**src/rtl/mesi_snoop_responder_pkg.sv**
```systemverilog
// rtl/mesi_snoop_responder_pkg.sv - MESI state and snoop command types plus the snoop next-state function
package mesi_snoop_responder_pkg;

    typedef enum logic [1:0] {
        MESI_I = 2'd0,
        MESI_S = 2'd1,
        MESI_E = 2'd2,
        MESI_M = 2'd3
    } mesi_state_t;

    typedef enum logic [1:0] {
        SNP_NONE = 2'd0,
        SNP_READ = 2'd1,
        SNP_EXCL = 2'd2
    } snoop_cmd_t;

    // A remote read leaves any valid copy shared; a remote exclusive or invalidate drops it.
    function automatic mesi_state_t snoop_next_state(input mesi_state_t cur, input snoop_cmd_t cmd);
        mesi_state_t nxt;
        nxt = cur;
        case (cmd)
            SNP_READ: nxt = (cur == MESI_I) ? MESI_I : MESI_S;
            SNP_EXCL: nxt = MESI_I;
            default:  nxt = cur;
        endcase
        return nxt;
    endfunction

endpackage

```
**src/rtl/mesi_snoop_responder_if.sv**
```systemverilog
// rtl/mesi_snoop_responder_if.sv - snoop, local update, writeback and invalidate signals of the responder
interface mesi_snoop_responder_if
    import mesi_snoop_responder_pkg::*;
#(
    parameter int NUM_LINES = 16,
    parameter int ADDR_W    = 32
);
    localparam int IDX_W = $clog2(NUM_LINES);

    logic              snoop_read;
    logic              snoop_read_excl;
    logic              snoop_invalidate;
    logic [ADDR_W-1:0] snoop_addr;
    logic              snoop_ready;
    logic              snoop_done;
    logic              snoop_hit;
    logic              snoop_shared;

    logic              local_upd_valid;
    logic [ADDR_W-1:0] local_upd_addr;
    mesi_state_t       local_upd_state;
    logic              local_upd_ready;

    logic              wb_valid;
    logic [ADDR_W-1:0] wb_addr;
    logic              wb_ready;

    logic              inv_valid;
    logic [IDX_W-1:0]  inv_index;

    modport master (
        output snoop_read, snoop_read_excl, snoop_invalidate, snoop_addr,
        input  snoop_ready, snoop_done, snoop_hit, snoop_shared,
        output local_upd_valid, local_upd_addr, local_upd_state,
        input  local_upd_ready,
        input  wb_valid, wb_addr,
        output wb_ready,
        input  inv_valid, inv_index
    );

    modport slave (
        input  snoop_read, snoop_read_excl, snoop_invalidate, snoop_addr,
        output snoop_ready, snoop_done, snoop_hit, snoop_shared,
        input  local_upd_valid, local_upd_addr, local_upd_state,
        output local_upd_ready,
        output wb_valid, wb_addr,
        input  wb_ready,
        output inv_valid, inv_index
    );

endinterface

```
**src/rtl/mesi_snoop_responder_tag_array.sv**
```systemverilog
// rtl/mesi_snoop_responder_tag_array.sv - direct-mapped tag and MESI state storage, one sync read and one write port
module mesi_snoop_responder_tag_array
    import mesi_snoop_responder_pkg::*;
#(
    parameter int NUM_LINES = 16,
    parameter int TAG_W     = 24,
    parameter int IDX_W     = $clog2(NUM_LINES)
) (
    input  logic             clk,
    input  logic             rst,
    input  logic             rd_en,
    input  logic [IDX_W-1:0] rd_idx,
    output logic [TAG_W-1:0] rd_tag,
    output mesi_state_t      rd_state,
    input  logic             wr_en,
    input  logic [IDX_W-1:0] wr_idx,
    input  logic [TAG_W-1:0] wr_tag,
    input  mesi_state_t      wr_state
);

    logic [TAG_W-1:0] tags   [NUM_LINES];
    mesi_state_t      states [NUM_LINES];

    // Reset empties every line; otherwise one write and one registered read per cycle.
    always_ff @(posedge clk) begin
        if (!rst) begin
            for (int i = 0; i < NUM_LINES; i++) begin
                tags[i]   <= '0;
                states[i] <= MESI_I;
            end
            rd_tag   <= '0;
            rd_state <= MESI_I;
        end else begin
            if (wr_en) begin
                tags[wr_idx]   <= wr_tag;
                states[wr_idx] <= wr_state;
            end
            if (rd_en) begin
                rd_tag   <= tags[rd_idx];
                rd_state <= states[rd_idx];
            end
        end
    end

endmodule

```
**src/rtl/mesi_snoop_responder.sv**
```systemverilog
// rtl/mesi_snoop_responder.sv - MESI snoop responder top; optional SNOOP_STATS_EN adds hit/writeback/invalidate counters
module mesi_snoop_responder
    import mesi_snoop_responder_pkg::*;
#(
    parameter int NUM_LINES  = 16,
    parameter int ADDR_W     = 32,
    parameter int LINE_OFF_W = 4
) (
    input  logic clk,
    input  logic rst,
    mesi_snoop_responder_if.slave bus
`ifdef SNOOP_STATS_EN
    ,
    output logic [15:0] stat_hits,
    output logic [15:0] stat_wbs,
    output logic [15:0] stat_invs
`endif
);

    localparam int IDX_W = $clog2(NUM_LINES);
    localparam int TAG_W = ADDR_W - IDX_W - LINE_OFF_W;

    localparam logic [1:0] ST_IDLE   = 2'd0;
    localparam logic [1:0] ST_LOOKUP = 2'd1;
    localparam logic [1:0] ST_WB_REQ = 2'd2;
    localparam logic [1:0] ST_UPDATE = 2'd3;

    logic [1:0]        state;
    snoop_cmd_t        cmd_in;
    snoop_cmd_t        cmd_q;
    logic [TAG_W-1:0]  tag_q;
    logic [IDX_W-1:0]  idx_q;
    logic              hit_q;
    mesi_state_t       next_q;
    logic [ADDR_W-1:0] wb_addr_q;
    logic              done_q;
    logic              hit_out_q;
    logic              shared_q;
    logic              inv_q;
    logic [IDX_W-1:0]  inv_idx_q;

    logic              any_snoop;
    logic              accept;
    logic              local_fire;
    logic              lookup_hit;
    logic [TAG_W-1:0]  arr_tag;
    mesi_state_t       arr_state;
    logic              wr_en;
    logic [IDX_W-1:0]  wr_idx;
    logic [TAG_W-1:0]  wr_tag;
    mesi_state_t       wr_state;

    wire unused_offsets = ^{bus.snoop_addr[LINE_OFF_W-1:0], bus.local_upd_addr[LINE_OFF_W-1:0]};

    assign any_snoop  = bus.snoop_read | bus.snoop_read_excl | bus.snoop_invalidate;
    assign accept     = (state == ST_IDLE) && any_snoop;
    assign local_fire = bus.local_upd_valid && bus.local_upd_ready;
    assign lookup_hit = (arr_state != MESI_I) && (arr_tag == tag_q);

    assign bus.snoop_ready     = (state == ST_IDLE);
    assign bus.local_upd_ready = (state == ST_IDLE) && !any_snoop;
    assign bus.wb_valid        = (state == ST_WB_REQ);
    assign bus.wb_addr         = wb_addr_q;
    assign bus.snoop_done      = done_q;
    assign bus.snoop_hit       = hit_out_q;
    assign bus.snoop_shared    = shared_q;
    assign bus.inv_valid       = inv_q;
    assign bus.inv_index       = inv_idx_q;

    // Exclusive and invalidate both remove the local copy, so either outranks a plain read.
    always_comb begin
        cmd_in = SNP_NONE;
        if (bus.snoop_read_excl || bus.snoop_invalidate) begin
            cmd_in = SNP_EXCL;
        end else if (bus.snoop_read) begin
            cmd_in = SNP_READ;
        end
    end

    // Snoop UPDATE and a local update can never coincide: local updates are only taken in IDLE.
    always_comb begin
        wr_en    = 1'b0;
        wr_idx   = idx_q;
        wr_tag   = tag_q;
        wr_state = next_q;
        if ((state == ST_UPDATE) && hit_q) begin
            wr_en = 1'b1;
        end else if (local_fire) begin
            wr_en    = 1'b1;
            wr_idx   = bus.local_upd_addr[LINE_OFF_W +: IDX_W];
            wr_tag   = bus.local_upd_addr[ADDR_W-1 -: TAG_W];
            wr_state = bus.local_upd_state;
        end
    end

    mesi_snoop_responder_tag_array #(
        .NUM_LINES (NUM_LINES),
        .TAG_W     (TAG_W),
        .IDX_W     (IDX_W)
    ) u_tag_array (
        .clk      (clk),
        .rst      (rst),
        .rd_en    (accept),
        .rd_idx   (bus.snoop_addr[LINE_OFF_W +: IDX_W]),
        .rd_tag   (arr_tag),
        .rd_state (arr_state),
        .wr_en    (wr_en),
        .wr_idx   (wr_idx),
        .wr_tag   (wr_tag),
        .wr_state (wr_state)
    );

    // Snoop sequencer: capture, compare, optional writeback, then commit and report.
    always_ff @(posedge clk) begin
        if (!rst) begin
            state     <= ST_IDLE;
            cmd_q     <= SNP_NONE;
            tag_q     <= '0;
            idx_q     <= '0;
            hit_q     <= 1'b0;
            next_q    <= MESI_I;
            wb_addr_q <= '0;
            done_q    <= 1'b0;
            hit_out_q <= 1'b0;
            shared_q  <= 1'b0;
            inv_q     <= 1'b0;
            inv_idx_q <= '0;
        end else begin
            done_q    <= 1'b0;
            hit_out_q <= 1'b0;
            shared_q  <= 1'b0;
            inv_q     <= 1'b0;
            case (state)
                ST_IDLE: begin
                    if (accept) begin
                        cmd_q <= cmd_in;
                        tag_q <= bus.snoop_addr[ADDR_W-1 -: TAG_W];
                        idx_q <= bus.snoop_addr[LINE_OFF_W +: IDX_W];
                        state <= ST_LOOKUP;
                    end
                end
                ST_LOOKUP: begin
                    hit_q  <= lookup_hit;
                    next_q <= snoop_next_state(arr_state, cmd_q);
                    if (lookup_hit && (arr_state == MESI_M)) begin
                        wb_addr_q <= {tag_q, idx_q, {LINE_OFF_W{1'b0}}};
                        state     <= ST_WB_REQ;
                    end else begin
                        state <= ST_UPDATE;
                    end
                end
                ST_WB_REQ: begin
                    if (bus.wb_ready) begin
                        state <= ST_UPDATE;
                    end
                end
                default: begin
                    done_q    <= 1'b1;
                    hit_out_q <= hit_q;
                    shared_q  <= hit_q && (next_q == MESI_S);
                    inv_q     <= hit_q && (next_q == MESI_I);
                    inv_idx_q <= idx_q;
                    state     <= ST_IDLE;
                end
            endcase
        end
    end

`ifdef SNOOP_STATS_EN
    // Saturating event counters for snoop hits, completed writebacks and invalidations.
    always_ff @(posedge clk) begin
        if (!rst) begin
            stat_hits <= '0;
            stat_wbs  <= '0;
            stat_invs <= '0;
        end else begin
            if (done_q && hit_out_q && (stat_hits != 16'hFFFF)) begin
                stat_hits <= stat_hits + 16'd1;
            end
            if (bus.wb_valid && bus.wb_ready && (stat_wbs != 16'hFFFF)) begin
                stat_wbs <= stat_wbs + 16'd1;
            end
            if (inv_q && (stat_invs != 16'hFFFF)) begin
                stat_invs <= stat_invs + 16'd1;
            end
        end
    end
`endif

endmodule

```
**src/flat_wrapper.sv**
```systemverilog
// flat-port wrapper written by rule: the top's interface ports become plain ports
module mesi_snoop_responder_flat import mesi_snoop_responder_pkg::*;
#(
    parameter int NUM_LINES  = 16,
    parameter int ADDR_W     = 32,
    parameter int LINE_OFF_W = 4
)
  (clk, rst, bus_snoop_read, bus_snoop_read_excl, bus_snoop_invalidate, bus_snoop_addr, bus_snoop_ready, bus_snoop_done, bus_snoop_hit, bus_snoop_shared, bus_local_upd_valid, bus_local_upd_addr, bus_local_upd_state, bus_local_upd_ready, bus_wb_valid, bus_wb_addr, bus_wb_ready, bus_inv_valid, bus_inv_index);
  mesi_snoop_responder_if #(.NUM_LINES(NUM_LINES), .ADDR_W(ADDR_W)) bus_i ();
  input  logic clk;
  input  logic rst;
  input wire logic [$bits(bus_i.snoop_read)-1:0] bus_snoop_read;
  input wire logic [$bits(bus_i.snoop_read_excl)-1:0] bus_snoop_read_excl;
  input wire logic [$bits(bus_i.snoop_invalidate)-1:0] bus_snoop_invalidate;
  input wire logic [$bits(bus_i.snoop_addr)-1:0] bus_snoop_addr;
  output wire logic [$bits(bus_i.snoop_ready)-1:0] bus_snoop_ready;
  output wire logic [$bits(bus_i.snoop_done)-1:0] bus_snoop_done;
  output wire logic [$bits(bus_i.snoop_hit)-1:0] bus_snoop_hit;
  output wire logic [$bits(bus_i.snoop_shared)-1:0] bus_snoop_shared;
  input wire logic [$bits(bus_i.local_upd_valid)-1:0] bus_local_upd_valid;
  input wire logic [$bits(bus_i.local_upd_addr)-1:0] bus_local_upd_addr;
  input wire logic [$bits(bus_i.local_upd_state)-1:0] bus_local_upd_state;
  output wire logic [$bits(bus_i.local_upd_ready)-1:0] bus_local_upd_ready;
  output wire logic [$bits(bus_i.wb_valid)-1:0] bus_wb_valid;
  output wire logic [$bits(bus_i.wb_addr)-1:0] bus_wb_addr;
  input wire logic [$bits(bus_i.wb_ready)-1:0] bus_wb_ready;
  output wire logic [$bits(bus_i.inv_valid)-1:0] bus_inv_valid;
  output wire logic [$bits(bus_i.inv_index)-1:0] bus_inv_index;
  assign bus_i.snoop_read = bus_snoop_read;
  assign bus_i.snoop_read_excl = bus_snoop_read_excl;
  assign bus_i.snoop_invalidate = bus_snoop_invalidate;
  assign bus_i.snoop_addr = bus_snoop_addr;
  assign bus_snoop_ready = bus_i.snoop_ready;
  assign bus_snoop_done = bus_i.snoop_done;
  assign bus_snoop_hit = bus_i.snoop_hit;
  assign bus_snoop_shared = bus_i.snoop_shared;
  assign bus_i.local_upd_valid = bus_local_upd_valid;
  assign bus_i.local_upd_addr = bus_local_upd_addr;
  assign bus_i.local_upd_state = bus_local_upd_state;
  assign bus_local_upd_ready = bus_i.local_upd_ready;
  assign bus_wb_valid = bus_i.wb_valid;
  assign bus_wb_addr = bus_i.wb_addr;
  assign bus_i.wb_ready = bus_wb_ready;
  assign bus_inv_valid = bus_i.inv_valid;
  assign bus_inv_index = bus_i.inv_index;
  mesi_snoop_responder #(.NUM_LINES(NUM_LINES), .ADDR_W(ADDR_W), .LINE_OFF_W(LINE_OFF_W)) u_core (.clk(clk), .rst(rst), .bus(bus_i));
endmodule
```
**config.mk**
```make
export PLATFORM = sky130hd
export DESIGN_NAME = mesi_snoop_responder_flat
export DESIGN_NICKNAME = d
export VERILOG_FILES = /design/src/rtl/mesi_snoop_responder_pkg.sv /design/src/rtl/mesi_snoop_responder_if.sv /design/src/rtl/mesi_snoop_responder_tag_array.sv /design/src/rtl/mesi_snoop_responder.sv /design/src/flat_wrapper.sv
export SDC_FILE = /design/constraint.sdc
export NUM_CORES = 1
export LEC_CHECK = 0
export CORE_MARGIN = 4
export CORE_UTILIZATION = 39
export DETAILED_ROUTE_END_ITERATION = 10
export GPL_TIMING_DRIVEN = 0
export PLACE_DENSITY = 0.67
export SLEW_MARGIN = 15
export SYNTH_ARGS = -nofsm -noshare
export SYNTH_HDL_FRONTEND = slang
export SYNTH_SLANG_ARGS = --single-unit
```
**constraint.sdc**
```tcl
create_clock -name clk -period 5.8 [get_ports clk]
set_input_delay 1.16 -clock clk [delete_from_list [all_inputs] [get_ports clk]]
set_output_delay 1.16 -clock clk [all_outputs]
set_load 0.01 [all_outputs]
```
==> results.md, run 1 <==
- # port buffers: 100
- CTS Root Buffer Type: clkbuf_16
- Die W: 248 um
- NetSw: 2.48 mW
- Largest net degree at the start of global routing: 27
- Max Fclk: roughly 0.25 GHz
- Area growth syn-to-layout: 15.9%
- Hpwl dp: roughly 41 mm
- CTS clk-pin slew, worst paths: ~60 ps
- Routed WL: 56.0 mm
- Crit path DAT: 4210 ps
- Vias: between 10,000 and 15,000
- Antenna Nets Post-Route: 0
- Slew @ Worst Pin: between 800 and 900 ps
- First-pass GRT wire length: roughly 84 mm
- Initial DRC count: 1,248
- Power Total: roughly 9 mW
- Yosys warning count: 0
- Worst Hold Class: reg2reg
- Die Height: 248 um
- Combinational share of power: 0.163
- Sequential Power Share: 0.483
- Initial antenna violation count: 2
- Reg2reg path depth: 10
- Relative slew slack: 0.411
- Buf/Inv on CP: 3
- Later-pin clock latency in the skew report: 580 ps
- Sequential area share after synthesis: 0.641
- Residual DRC: 0
- Vias/cell: 5.37
- FILL cells: 4,981
- Initial Utilization: 0.396
- Worst setup EP type: flop
- GP Congestion: 0.885
- H-tree depth: 2
- Lkg Pwr: 8.67 nW
- Synthesized flop and latch total: ~500
- Slowest CP cell: nand2_2
- Detailed Routing Iterations Pass 1: 5
- CTS max path bufs: 3
- Number of flops mapped to enable cells by yosys: 416
- Die area: 0.0616 mm2
- Syn_area_per_cell: between 10 and 15 um2
- Critical path class: in2reg
- Setup violators final: 0
- Slew Limit Fails: 0
- Layout cells sized above 1: 0.189
- PostCTS Resize Cnt: 0
- CP peak stage delay: around 700 ps
- Worst setup SP type: input port
- Setup TNS: 0 ps
- Synth Cell Area: 0.0225 mm2
- Clock sinks: roughly 510
- Internal power: 6.49 mW
- Row count: 87
- TritonCTS Buffers: 50
- CP Cell Sequence: clkdlybuf4s50_1 -> nor4b_4 -> nand4_1 -> a21boi_0 -> buf_4 -> nand2_2 -> clkbuf_1 -> nand2_2
- Yosys cell types: 47
- Cts hold-fix bufs: 0
- Fin. Hold Viols: 0
- Nets@finish: 1,865
- CP Max Fanout: 26
- Outcome: finished, final reports clean
- Drt wl/cell: 21.6 um
- Total Routing Usage GR: 0.181
- Core Region: 0.0568 mm2
- Skew final: 24.9 ps
- CTS tree: yes
- FF-to-FF End: u_core.u_tag_array.tags[15][20]$_SDFFCE_PN0P_
- Number of global-route vias before repair: 13,958
- RSZ-0062 raised after global routing: false
- Clock network power share: 0.354
- Setup Fix Bufs, Post-CTS: 0
- Max Cap Violations: 0
- IR drop worst, VDD: 0.000207 V
- Worst R2R Start: u_core.state[0]$_SDFFE_PN0P_
- Worst Path Required: 5990 ps
- Global route total overflow: 0
- Top cell family by delay on the critical path: simple AND/OR/NAND/NOR gates
- Main flop type after synthesis: edfxtp_1
- Post-synthesis cell count: 1,631
- Switching power share of the total: 0.276
- # IOs: roughly 120
- R2r setup slk: 2190 ps
- PD cells: ~340 mW/mm2
- Crit share post-route: 0.694
- Crit path time final: 4020 ps
- CP most frequent cell: nand2_2
- Async S/R FF share, synth: 0
- Hold Path Stages: 2
- Hold worst-path end: u_core.bus.wb_addr[5]$_SDFFE_PN0P_
- Worst Min Path Start: u_core.bus.wb_addr[5]$_SDFFE_PN0P_
-- layout make-up --
class	count	area, um2	share of cell area
well taps	756	946	0.0362
clock inverters	24	198	0.00758
flip-flops and latches	513	14400	0.553
multi-input cells	980	7380	0.283
inverters	5	18.8	0.000719
repair buffers	100	1000	0.0384
diodes	2	5.00	0.000192
plain buffers	136	734	0.0281
clock buffers	69	1380	0.0528
-- state kept, by name, indices dropped and copies added (netlist names) --
signal                       count
u_core.bus.snoop_done            1
u_core.bus.snoop_hit             1
u_core.bus.inv_index             4
u_core.u_tag_array.tags        384
u_core.tag_q                    24
u_core.bus.snoop_shared          1
u_core.u_tag_array.rd_tag       24
u_core.hit_q                     1
u_core.u_tag_array.states       32
u_core.cmd_q                     2
u_core.bus.inv_valid             1
u_core.state                     2
u_core.bus.wb_addr              28
u_core.idx_q                     4
u_core.next_q                    2
u_core.u_tag_array.rd_state      2
-- per-stage QoR --
stage          std cells  instance area [um2]   util  hold WS (ps)  setup slack [ps]
2_1_floorplan       1634                22500      -           444              2330
3_3_place_gp        2490                24500  0.431           446               805
3_5_place_dp        2490                24500  0.431           447              1120
4_1_cts             2583                26100  0.459           459              1760
5_1_grt             2583                26100  0.459           477              1650
6_report            2585                26100  0.459           458              1780
-- worst max-delay path by stage --
stage               depth (start not counted)                                       endpoint  slack (ps)                start
global route                                8   u_core.u_tag_array.tags[13][0]$_SDFFCE_PN0P_        1650       bus_snoop_read
floorplan                                   7  u_core.u_tag_array.states[7][0]$_SDFFCE_PN0P_        2330  bus_snoop_read_excl
global placement                            8   u_core.u_tag_array.tags[15][8]$_SDFFCE_PN0P_         800       bus_snoop_read
CTS                                         8  u_core.u_tag_array.tags[15][18]$_SDFFCE_PN0P_        1760  bus_snoop_read_excl
finish                                      8  u_core.u_tag_array.tags[15][20]$_SDFFCE_PN0P_        1780       bus_snoop_read
detailed placement                          7    u_core.u_tag_array.tags[0][8]$_SDFFCE_PN0P_        1120  bus_snoop_read_excl
-- cell usage after synthesis (3+ instances only) --
library cell	number	area (um2)
nor2b_1	8	50.1
dfxtp_1	97	1940
nand4_1	7	43.8
mux2i_4	28	631
a31o_2	26	228
nand2b_1	3	18.8
mux2i_1	37	370
nand2_1	139	522
inv_1	5	18.8
ha_1	6	75.1
buf_2	47	235
buf_4	10	75.1
nand3_1	6	30.0
xnor2_1	24	210
a21boi_0	33	248
a22oi_1	52	390
mux4_2	104	2340
nand3b_1	6	45.0
buf_6	17	191
nand2_4	8	90.1
clkbuf_1	59	221
edfxtp_1	416	12500
nand2_2	8	50.1
o21ai_0	3	15.0
a21oi_1	28	140
buf_1	3	11.3
nor2_1	426	1600
-- metal layers --
layer	up-vias	share of wire	track usage	routed length [um]
met2	563	0.49	0.299	27200
li1	6226	-	-	-
met3	77	0.080	0.0307	4490
met5	-	0	0	0
met1	7010	0.41	0.248	22800
met4	0	0.027	0.0511	1510
-- worst register-to-register path: stages, from the launching register on --
cell and delay (ps):
dfxtp_1 340, inv_1 110, ha_1 160, buf_2 200, nor4b_4 410, nand4_1 140
a21boi_0 350, buf_4 300, nand2_2 200, clkbuf_1 350, nand2_2 680
-- logic make-up (layout without fill, tap and decap cells) --
family / after synthesis / count (layout) / share of synthesized area
compound gates: 147 / 147 / 0.0471
xor+xnor: 24 / 24 / 0.00934
mux: 172 / 172 / 0.150
fa+ha+maj: 6 / 6 / 0.00333
simple gates: 627 / 627 / 0.115
flops: 513 / 513 / 0.641
other cells: 1 / 6 / 0.000167
buf+inv: 141 / 334 / 0.0335
-- cells in the final DEF, fill, tap and decap left out, drive strengths merged, types with 3 or more instances in the layout --
master         Yosys  layout
nand3              7       7
mux4             104     104
ha                 6       6
nand2            155     155
buf               77      77
clkdlybuf4s50      0     100
clkbuf            59     128
a31o              26      26
nor2             426     426
clkinv             0      18
conb               1       4
a21oi             28      28
nor2b              8       8
mux2i             67      67
bufinv             0       3
a22oi             52      52
xnor2             24      24
nand4              7       7
nand3b             6       6
edfxtp           416     416
dfxtp             97      97
nand2b             3       3
a21boi            33      33
o21ai              3       3
inv                5       7
-- power groups by stage --
stage	logic (mW)	clock network (mW)	registers [mW]
6_report	1.46	3.17	4.33
2_1_floorplan	0.957	0	4.36
5_1_grt	1.58	3.37	4.35
3_3_place_gp	1.42	0	4.40
3_5_place_dp	1.45	0	4.41
4_1_cts	1.46	3.22	4.33
(Power assumes the default switching activity.)
==> run 2: changes to the inputs <==
--- a/config.mk
+++ b/config.mk
@@ -9,7 +9,7 @@
 export CORE_UTILIZATION = 39
 export DETAILED_ROUTE_END_ITERATION = 10
 export GPL_TIMING_DRIVEN = 0
-export PLACE_DENSITY = 0.67
+export PLACE_DENSITY = 0.69
 export SLEW_MARGIN = 15
 export SYNTH_ARGS = -nofsm -noshare
 export SYNTH_HDL_FRONTEND = slang
==> constraint.sdc (replaced) <==
create_clock -name clk -period 3.29 [get_ports clk]
set_input_delay 0.658 -clock clk [delete_from_list [all_inputs] [get_ports clk]]
set_output_delay 0.658 -clock clk [all_outputs]
set_load 0.01 [all_outputs]
==> run 2 against run 1 <==
Worst hold slack better by 3.2 ps. First-iteration DRC count is 3.7% lower. Routed wire length hardly changed. Sequential power is 76% higher. Sequential share of layout area is 0.39 points lower. Sequential cell count stayed put. Clock skew is 14 ps lower. Register-to-register slack worse by 2000 ps. Design area is 0.71% higher. Core utilization is 0.33 points higher. Via count is 0.76% higher. Critical endpoint is now bus_local_upd_ready. Highest routed layer is now met5.
==> results.md, run 2 (same netlist as run 1, synthesis figures left out) <==
- # port buffers: 100 (unchanged)
- Largest net degree at the start of global routing: 27 (unchanged)
- Combinational share of power: 0.162 (about the same)
- Worst setup SP type: flop
- Hold worst-path end: u_core.bus.wb_addr[9]$_SDFFE_PN0P_
- Total Routing Usage GR: 0.182 (+0.00123)
- Setup violators final: 0 (unchanged)
- Clock network power share: 0.360 (+0.006)
- Crit path DAT: 2460 ps (-1750 ps)
- Gr busiest metal: met2
- Detailed Routing Iterations Pass 1: 5 (unchanged)
- Cts hold-fix bufs: 0 (unchanged)
- Placed Area: 0.0245 mm2 (unchanged)
- Hold Path Stages: 2 (unchanged)
- RSZ-0062 raised after global routing: false
- Initial Utilization: 0.396 (unchanged)
- Row count: 87 (unchanged)
- CTS clk-pin slew, worst paths: 60 ps (about the same)
- Residual DRC: 0 (unchanged)
- Max Cap Violations: 0 (unchanged)
- GP Congestion: 0.885 (about the same)
- Final WS setup: 169 ps (-1610 ps)
- Outcome: finished, final reports clean
- Relative slew slack: 0.0893 (-0.322)
- Switching power share of the total: 0.273 (-0.00335)
- PD cells: 608 mW/mm2 (+77%)
- Non-Filler Instances: 2,584 (-0.039%)
- Die W: 248 um (unchanged)
- Crit share post-route: 0.949
- Final instance area: 0.0263 mm2 (+0.71%)
- Die Height: 248 um (unchanged)
- Die area: 0.0616 mm2 (unchanged)
- WHS: 462 ps (+3.19 ps)
- Reg2reg path depth: 10 (unchanged)
- Skew final: 10.6 ps (-14.3 ps)
- Lkg Pwr: 8.72 nW (+0.56%)
- Later-pin clock latency in the skew report: 570 ps (about the same)
- Max Fclk: 0.320 GHz
- Layout cells sized above 1: 0.188 (-0.000547)
- Initial DRC count: 1,202 (-3.7%)
- FF-to-FF End: u_core.u_tag_array.tags[4][8]$_SDFFCE_PN0P_
- Critical path class: reg2out
- Sequential Power Share: 0.478 (-0.005)
- Largest register FFs: 384 (unchanged)
- Met2 Use GR: 0.302 (+0.00300)
- Biggest register: u_core.u_tag_array.tags
- Vias/cell: 5.41 (+0.80%)
- Drt wl/cell: 21.7 um (+0.11%)
- Antenna Nets Post-Route: 0 (unchanged)
- Slew Limit Fails: 0 (unchanged)
- H-tree depth: 2 (unchanged)
- Clock sinks: 513 (unchanged)
- Most common cell after layout, fill and taps aside: nor2_1
- Core Util, Final: 0.463 (+0.00326)
- Placed insts: 2,490 (unchanged)
- CP Max Fanout: 8 (-69%)
- Slew @ Worst Pin: 1370 ps (+488 ps)
- Worst Min Path Start: u_core.bus.wb_addr[9]$_SDFFE_PN0P_
- Worst R2R Start: u_core.state[0]$_SDFFE_PN0P_
- Worst Path Required: 2630 ps (-3360 ps)
- Fin. Hold Viols: 0 (unchanged)
- Core Region: 0.0568 mm2 (unchanged)
- NetSw: 4.36 mW (+76%)
- CTS tree: yes
- Vias: 13,982 (+0.76%)
- Worst setup EP type: output pin
- Pre-CTS setup slack: -892 ps (-2020 ps)
- CTS Root Buffer Type: clkbuf_16
- Initial antenna violation count: 2 (unchanged)
- Grt met1 use: 0.245 (-0.00304)
- Hpwl dp: 40.3 mm (-1.1%)
- GR Util met3: 0.0376 (+0.00689)
- R2r setup slk: 190 ps (-2000 ps)
- Internal power: 11.6 mW (+79%)
- CTS max path bufs: 3 (unchanged)
- Routed WL: 56.0 mm (about the same)
- Area growth syn-to-layout: 16.7%
- Worst Hold Class: reg2reg
- Crit path time final: 3120 ps
- Global route total overflow: 0 (unchanged)
- Number of global-route vias before repair: 14,137 (+1.3%)
- TritonCTS Buffers: 51 (+2.0%)
- IR drop worst, VDD: 0.000364 V (+76%)
- # IOs: 116 (unchanged)
- Nets@finish: 1,864 (-0.054%)
- First-pass GRT wire length: 85.1 mm (+0.95%)
- Most frequent cells in the layout: nor2_1, edfxtp_1, nand2_1, mux4_2, clkdlybuf4s50_1
[run 2: per-stage QoR]
step	TNS [ps]	total power [mW]
final	0	16.0
after CTS	-263	16.0
after global routing	0	16.6
after detailed placement	-258240	10.3
after floorplan	0	9.37
after global placement	-380930	10.3
[run 2: how the worst max path moves through the flow]
stage | startpoint | end | cells after the start | slack [ps]
final | u_core.state[0]$_SDFFE_PN0P_ | bus_local_upd_ready | 6 | 170
after detailed placement | bus_snoop_read_excl | u_core.u_tag_array.tags[0][7]$_SDFFCE_PN0P_ | 8 | -890
after global placement | bus_snoop_read | u_core.u_tag_array.tags[13][8]$_SDFFCE_PN0P_ | 7 | -1130
after CTS | u_core.state[0]$_SDFFE_PN0P_ | u_core.u_tag_array.tags[1][14]$_SDFFCE_PN0P_ | 10 | -10
after floorplan | u_core.state[0]$_SDFFE_PN0P_ | u_core.u_tag_array.states[7][0]$_SDFFCE_PN0P_ | 10 | 240
after global routing | u_core.state[0]$_SDFFE_PN0P_ | bus_local_upd_ready | 6 | 30
[run 2: power groups by stage]
stage,Combinational [mW],Sequential [mW],Clock (mW)
after floorplan,1.69,7.68,0
after global placement,2.50,7.76,0
after detailed placement,2.55,7.78,0
after CTS,2.57,7.64,5.82
after global routing,2.81,7.67,6.09
final,2.59,7.63,5.76
[run 2: cell type report]
type	count	area (um2)
well taps	756	946
inverters	5	18.8
clock buffers	68	1380
diodes	1	2.50
plain buffers	133	728
flip-flops and latches	513	14400
clock inverters	27	255
repair buffers	101	1010
multi-input cells	980	7510
fillers	4967	30500
[run 2: timing repair]
item,4_1_cts,5_1_grt
endpoints found under the hold margin,0,0
pin swaps,0,0
buffers inserted,0,1
setup endpoints to repair,353,317
resized for setup,17,11
cloned,0,0
[run 2: critical path, stage by stage, from the launching register on]
cell,delay (ps)
dfxtp_1,340
inv_1,110
ha_1,180
buf_2,190
nor4b_4,370
buf_4,190
clkdlybuf4s50_1,520
[run 2: metal layers]
| metal | up-vias | share of wire |
|---|---|---|
| met5 | - | 0.00023 |
| met4 | 2 | 0.027 |
| met3 | 87 | 0.084 |
| met2 | 605 | 0.48 |
| met1 | 7064 | 0.41 |
| li1 | 6224 | - |
==> run 3: changes to the inputs <==
--- a/config.mk
+++ b/config.mk
@@ -5,11 +5,12 @@
 export SDC_FILE = /design/constraint.sdc
 export NUM_CORES = 1
 export LEC_CHECK = 0
-export CORE_MARGIN = 4
-export CORE_UTILIZATION = 39
+export CORE_MARGIN = 2
+export CORE_UTILIZATION = 45
 export DETAILED_ROUTE_END_ITERATION = 10
+export GPL_ROUTABILITY_DRIVEN = 0
 export GPL_TIMING_DRIVEN = 0
-export PLACE_DENSITY = 0.69
+export PLACE_DENSITY = 0.76
 export SLEW_MARGIN = 15
 export SYNTH_ARGS = -nofsm -noshare
 export SYNTH_HDL_FRONTEND = slang
==> run 3 against run 2 <==
Die area fell by 16%. Sequential share of layout area rose by 0.33 points. Largest cell class unchanged. Cell count fell by 3.7%. Register-to-register slack worse by 30 ps. Clock power is 3% lower. Clock skew up 4.5 ps. Worst setup slack worse by 4.0 ps. Critical path depth rose by 4. Global-route usage rose by 3.6 points. Largest power group unchanged.
==> results.md, run 3 (same netlist as run 1, synthesis figures left out) <==
- N_diodes: 0 (-1)
- Initial antenna violation count: 1 (-1)
- Die Height: 228 um (-8.3%)
- Later-pin clock latency in the skew report: 580 ps (about the same)
- Residual DRC: 0 (unchanged)
- Clock sinks: 513 (unchanged)
- Setup Fix Bufs, Post-CTS: 0 (unchanged)
- IR drop worst, VDD: 0.000403 V (+11%)
- Area growth syn-to-layout: 16.0%
- Number of global-route vias before repair: 14,190 (+0.37%)
- Die W: 228 um (-8.3%)
- Outcome: finished, final reports clean
- Critical path class: reg2reg
- First-pass GRT wire length: 84.5 mm (-0.68%)
- Detailed Routing Iterations Pass 1: 6 (+1)
- Most frequent cells in the layout: nor2_1, edfxtp_1, nand2_1, mux4_2, clkdlybuf4s50_1
- # port buffers: 100 (unchanged)
- Nets@finish: 1,863 (-0.054%)
- Vias/cell: 5.76 (+6.4%)
- Die area: 0.0518 mm2 (-16%)
- Reg2reg path depth: 10 (unchanged)
- Most common cell after layout, fill and taps aside: nor2_1
- Antenna Nets Post-Route: 0 (unchanged)
- Drt wl/cell: 22.7 um (+4.8%)
- CTS max path bufs: 3 (unchanged)
- # IOs: 116 (unchanged)
- Crit path time final: 3130 ps (+4.05 ps)
- Initial Utilization: 0.458 (+0.0618)
- Lkg Pwr: 8.71 nW (-0.12%)
- CTS clk-pin slew, worst paths: 60 ps (about the same)
- Pre-CTS setup slack: -1150 ps (-259 ps)
- Biggest register: u_core.u_tag_array.tags
- Final WS setup: 165 ps (-4.04 ps)
- Largest net degree at the start of global routing: 27 (unchanged)
- Initial DRC count: 1,533 (+28%)
- Worst setup EP type: flop
- Total Routing Usage GR: 0.218 (+0.0364)
- Max Fclk: 0.320 GHz (-0.13%)
- Crit path DAT: 3340 ps (+880 ps)
- Power Total: 15.8 mW (-0.88%)
- Routed WL: 56.5 mm (+0.94%)
- Largest register FFs: 384 (unchanged)
- Worst Path Required: 3510 ps (+880 ps)
- CP Max Fanout: 26 (+18)
- Row count: 81 (-6.9%)
- Layout cells sized above 1: 0.190 (+0.00141)
- Vias: 14,328 (+2.5%)
- Worst Hold Class: reg2reg
- Hpwl dp: 39.9 mm (-0.92%)
- TritonCTS Buffers: 49 (-3.9%)
- Global route total overflow: 0 (unchanged)
- Core Region: 0.0492 mm2 (-13%)
- WHS: 461 ps (-1.05 ps)
- Fin. Hold Viols: 0 (unchanged)
- Hold Path Stages: 2 (unchanged)
- RSZ-0062 raised after global routing: false
- Worst setup SP type: flop
- PD cells: 606 mW/mm2 (-0.28%)
- Slew Limit Fails: 0 (unchanged)
- Setup violators final: 0 (unchanged)
- Skew final: 15.1 ps (+4.46 ps)
- CTS tree: yes
- CTS Root Buffer Type: clkbuf_16
- H-tree depth: 2 (unchanged)
- Slew @ Worst Pin: 911 ps (-455 ps)
- Relative slew slack: 0.392 (+0.303)
- Crit share post-route: 0.950 (+0.00123)
- Max Cap Violations: 0 (unchanged)
## run 3: changes by cell type in the layout (fill, tap and decap cells not counted), moves of 2 or more
cell / delta
clkinv_1: -5
clkbuf_8: +4
clkbuf_2: +3
bufinv_16: -2
clkbuf_16: -2
clkinv_2: -2
clkinvlp_4: -2
inv_6: +2
nand2_8: +2
## run 3: final cells by class
cell class	count	area, um2
Buffer	133	727
Clock buffer	74	1410
Clock inverter	17	160
Fill cell	3879	23000
Inverter	5	18.8
Multi-Input combinational cell	981	7530
Sequential cell	513	14400
Tap cell	664	831
Timing Repair Buffer	101	1010
## run 3: path summary, 6_finish.rpt
check	startpoint	end	slack [ps]
setup / recovery	u_core.state[0]$_SDFFE_PN0P_	u_core.u_tag_array.tags[10][7]$_SDFFCE_PN0P_	160
hold / removal	u_core.bus.wb_addr[13]$_SDFFE_PN0P_	u_core.bus.wb_addr[13]$_SDFFE_PN0P_	460
setup reg to reg	u_core.state[0]$_SDFFE_PN0P_	u_core.u_tag_array.tags[10][7]$_SDFFCE_PN0P_	160
hold reg to reg	u_core.bus.wb_addr[13]$_SDFFE_PN0P_	u_core.bus.wb_addr[13]$_SDFFE_PN0P_	460
## run 3: repair_timing
action | CTS | global route
hold buffers | 0 | 0
setup endpoints to repair | 416 | 316
resized for setup | 22 | 8
pin swaps | 0 | 0
gates cloned | 1 | 0
## run 3: power by group
part / total (mW) / leakage, nW / internal, mW / switching, mW
logic: 2.62 / 2.85 / 0.932 / 1.69
clock network: 5.58 / 0.773 / 3.19 / 2.39
registers: 7.64 / 5.09 / 7.35 / 0.288
total: 15.8 / 8.71 / 11.5 / 4.36
## run 3: stage by stage
step,area [um2],instances,utilization,setup TNS (ps)
after global placement,24400,2398,0.496,-371540
final,26100,2488,0.531,0
after CTS,26100,2489,0.531,0
after floorplan,22500,1634,-,0
after global routing,26100,2488,0.531,0
after detailed placement,24400,2399,0.496,-282200
## run 3: routing by layer
| layer | wire, um | vias up | track usage |
|---|---|---|---|
| li1 | - | 6231 | - |
| met1 | 21600 | 7158 | 0.282 |
| met2 | 28100 | 818 | 0.376 |
| met3 | 5090 | 119 | 0.0377 |
| met4 | 1700 | 2 | 0.0713 |
| met5 | 16 | - | 0 |
## run 3: critical path: stages, from the launching register on
cell and delay, ps:
dfxtp_1 340, inv_1 110, ha_1 170, buf_2 200, nor4b_4 420, nand3_4 200
buf_6 250, mux2i_4 340, nand2_4 180, buf_6 190, nand2_4 340
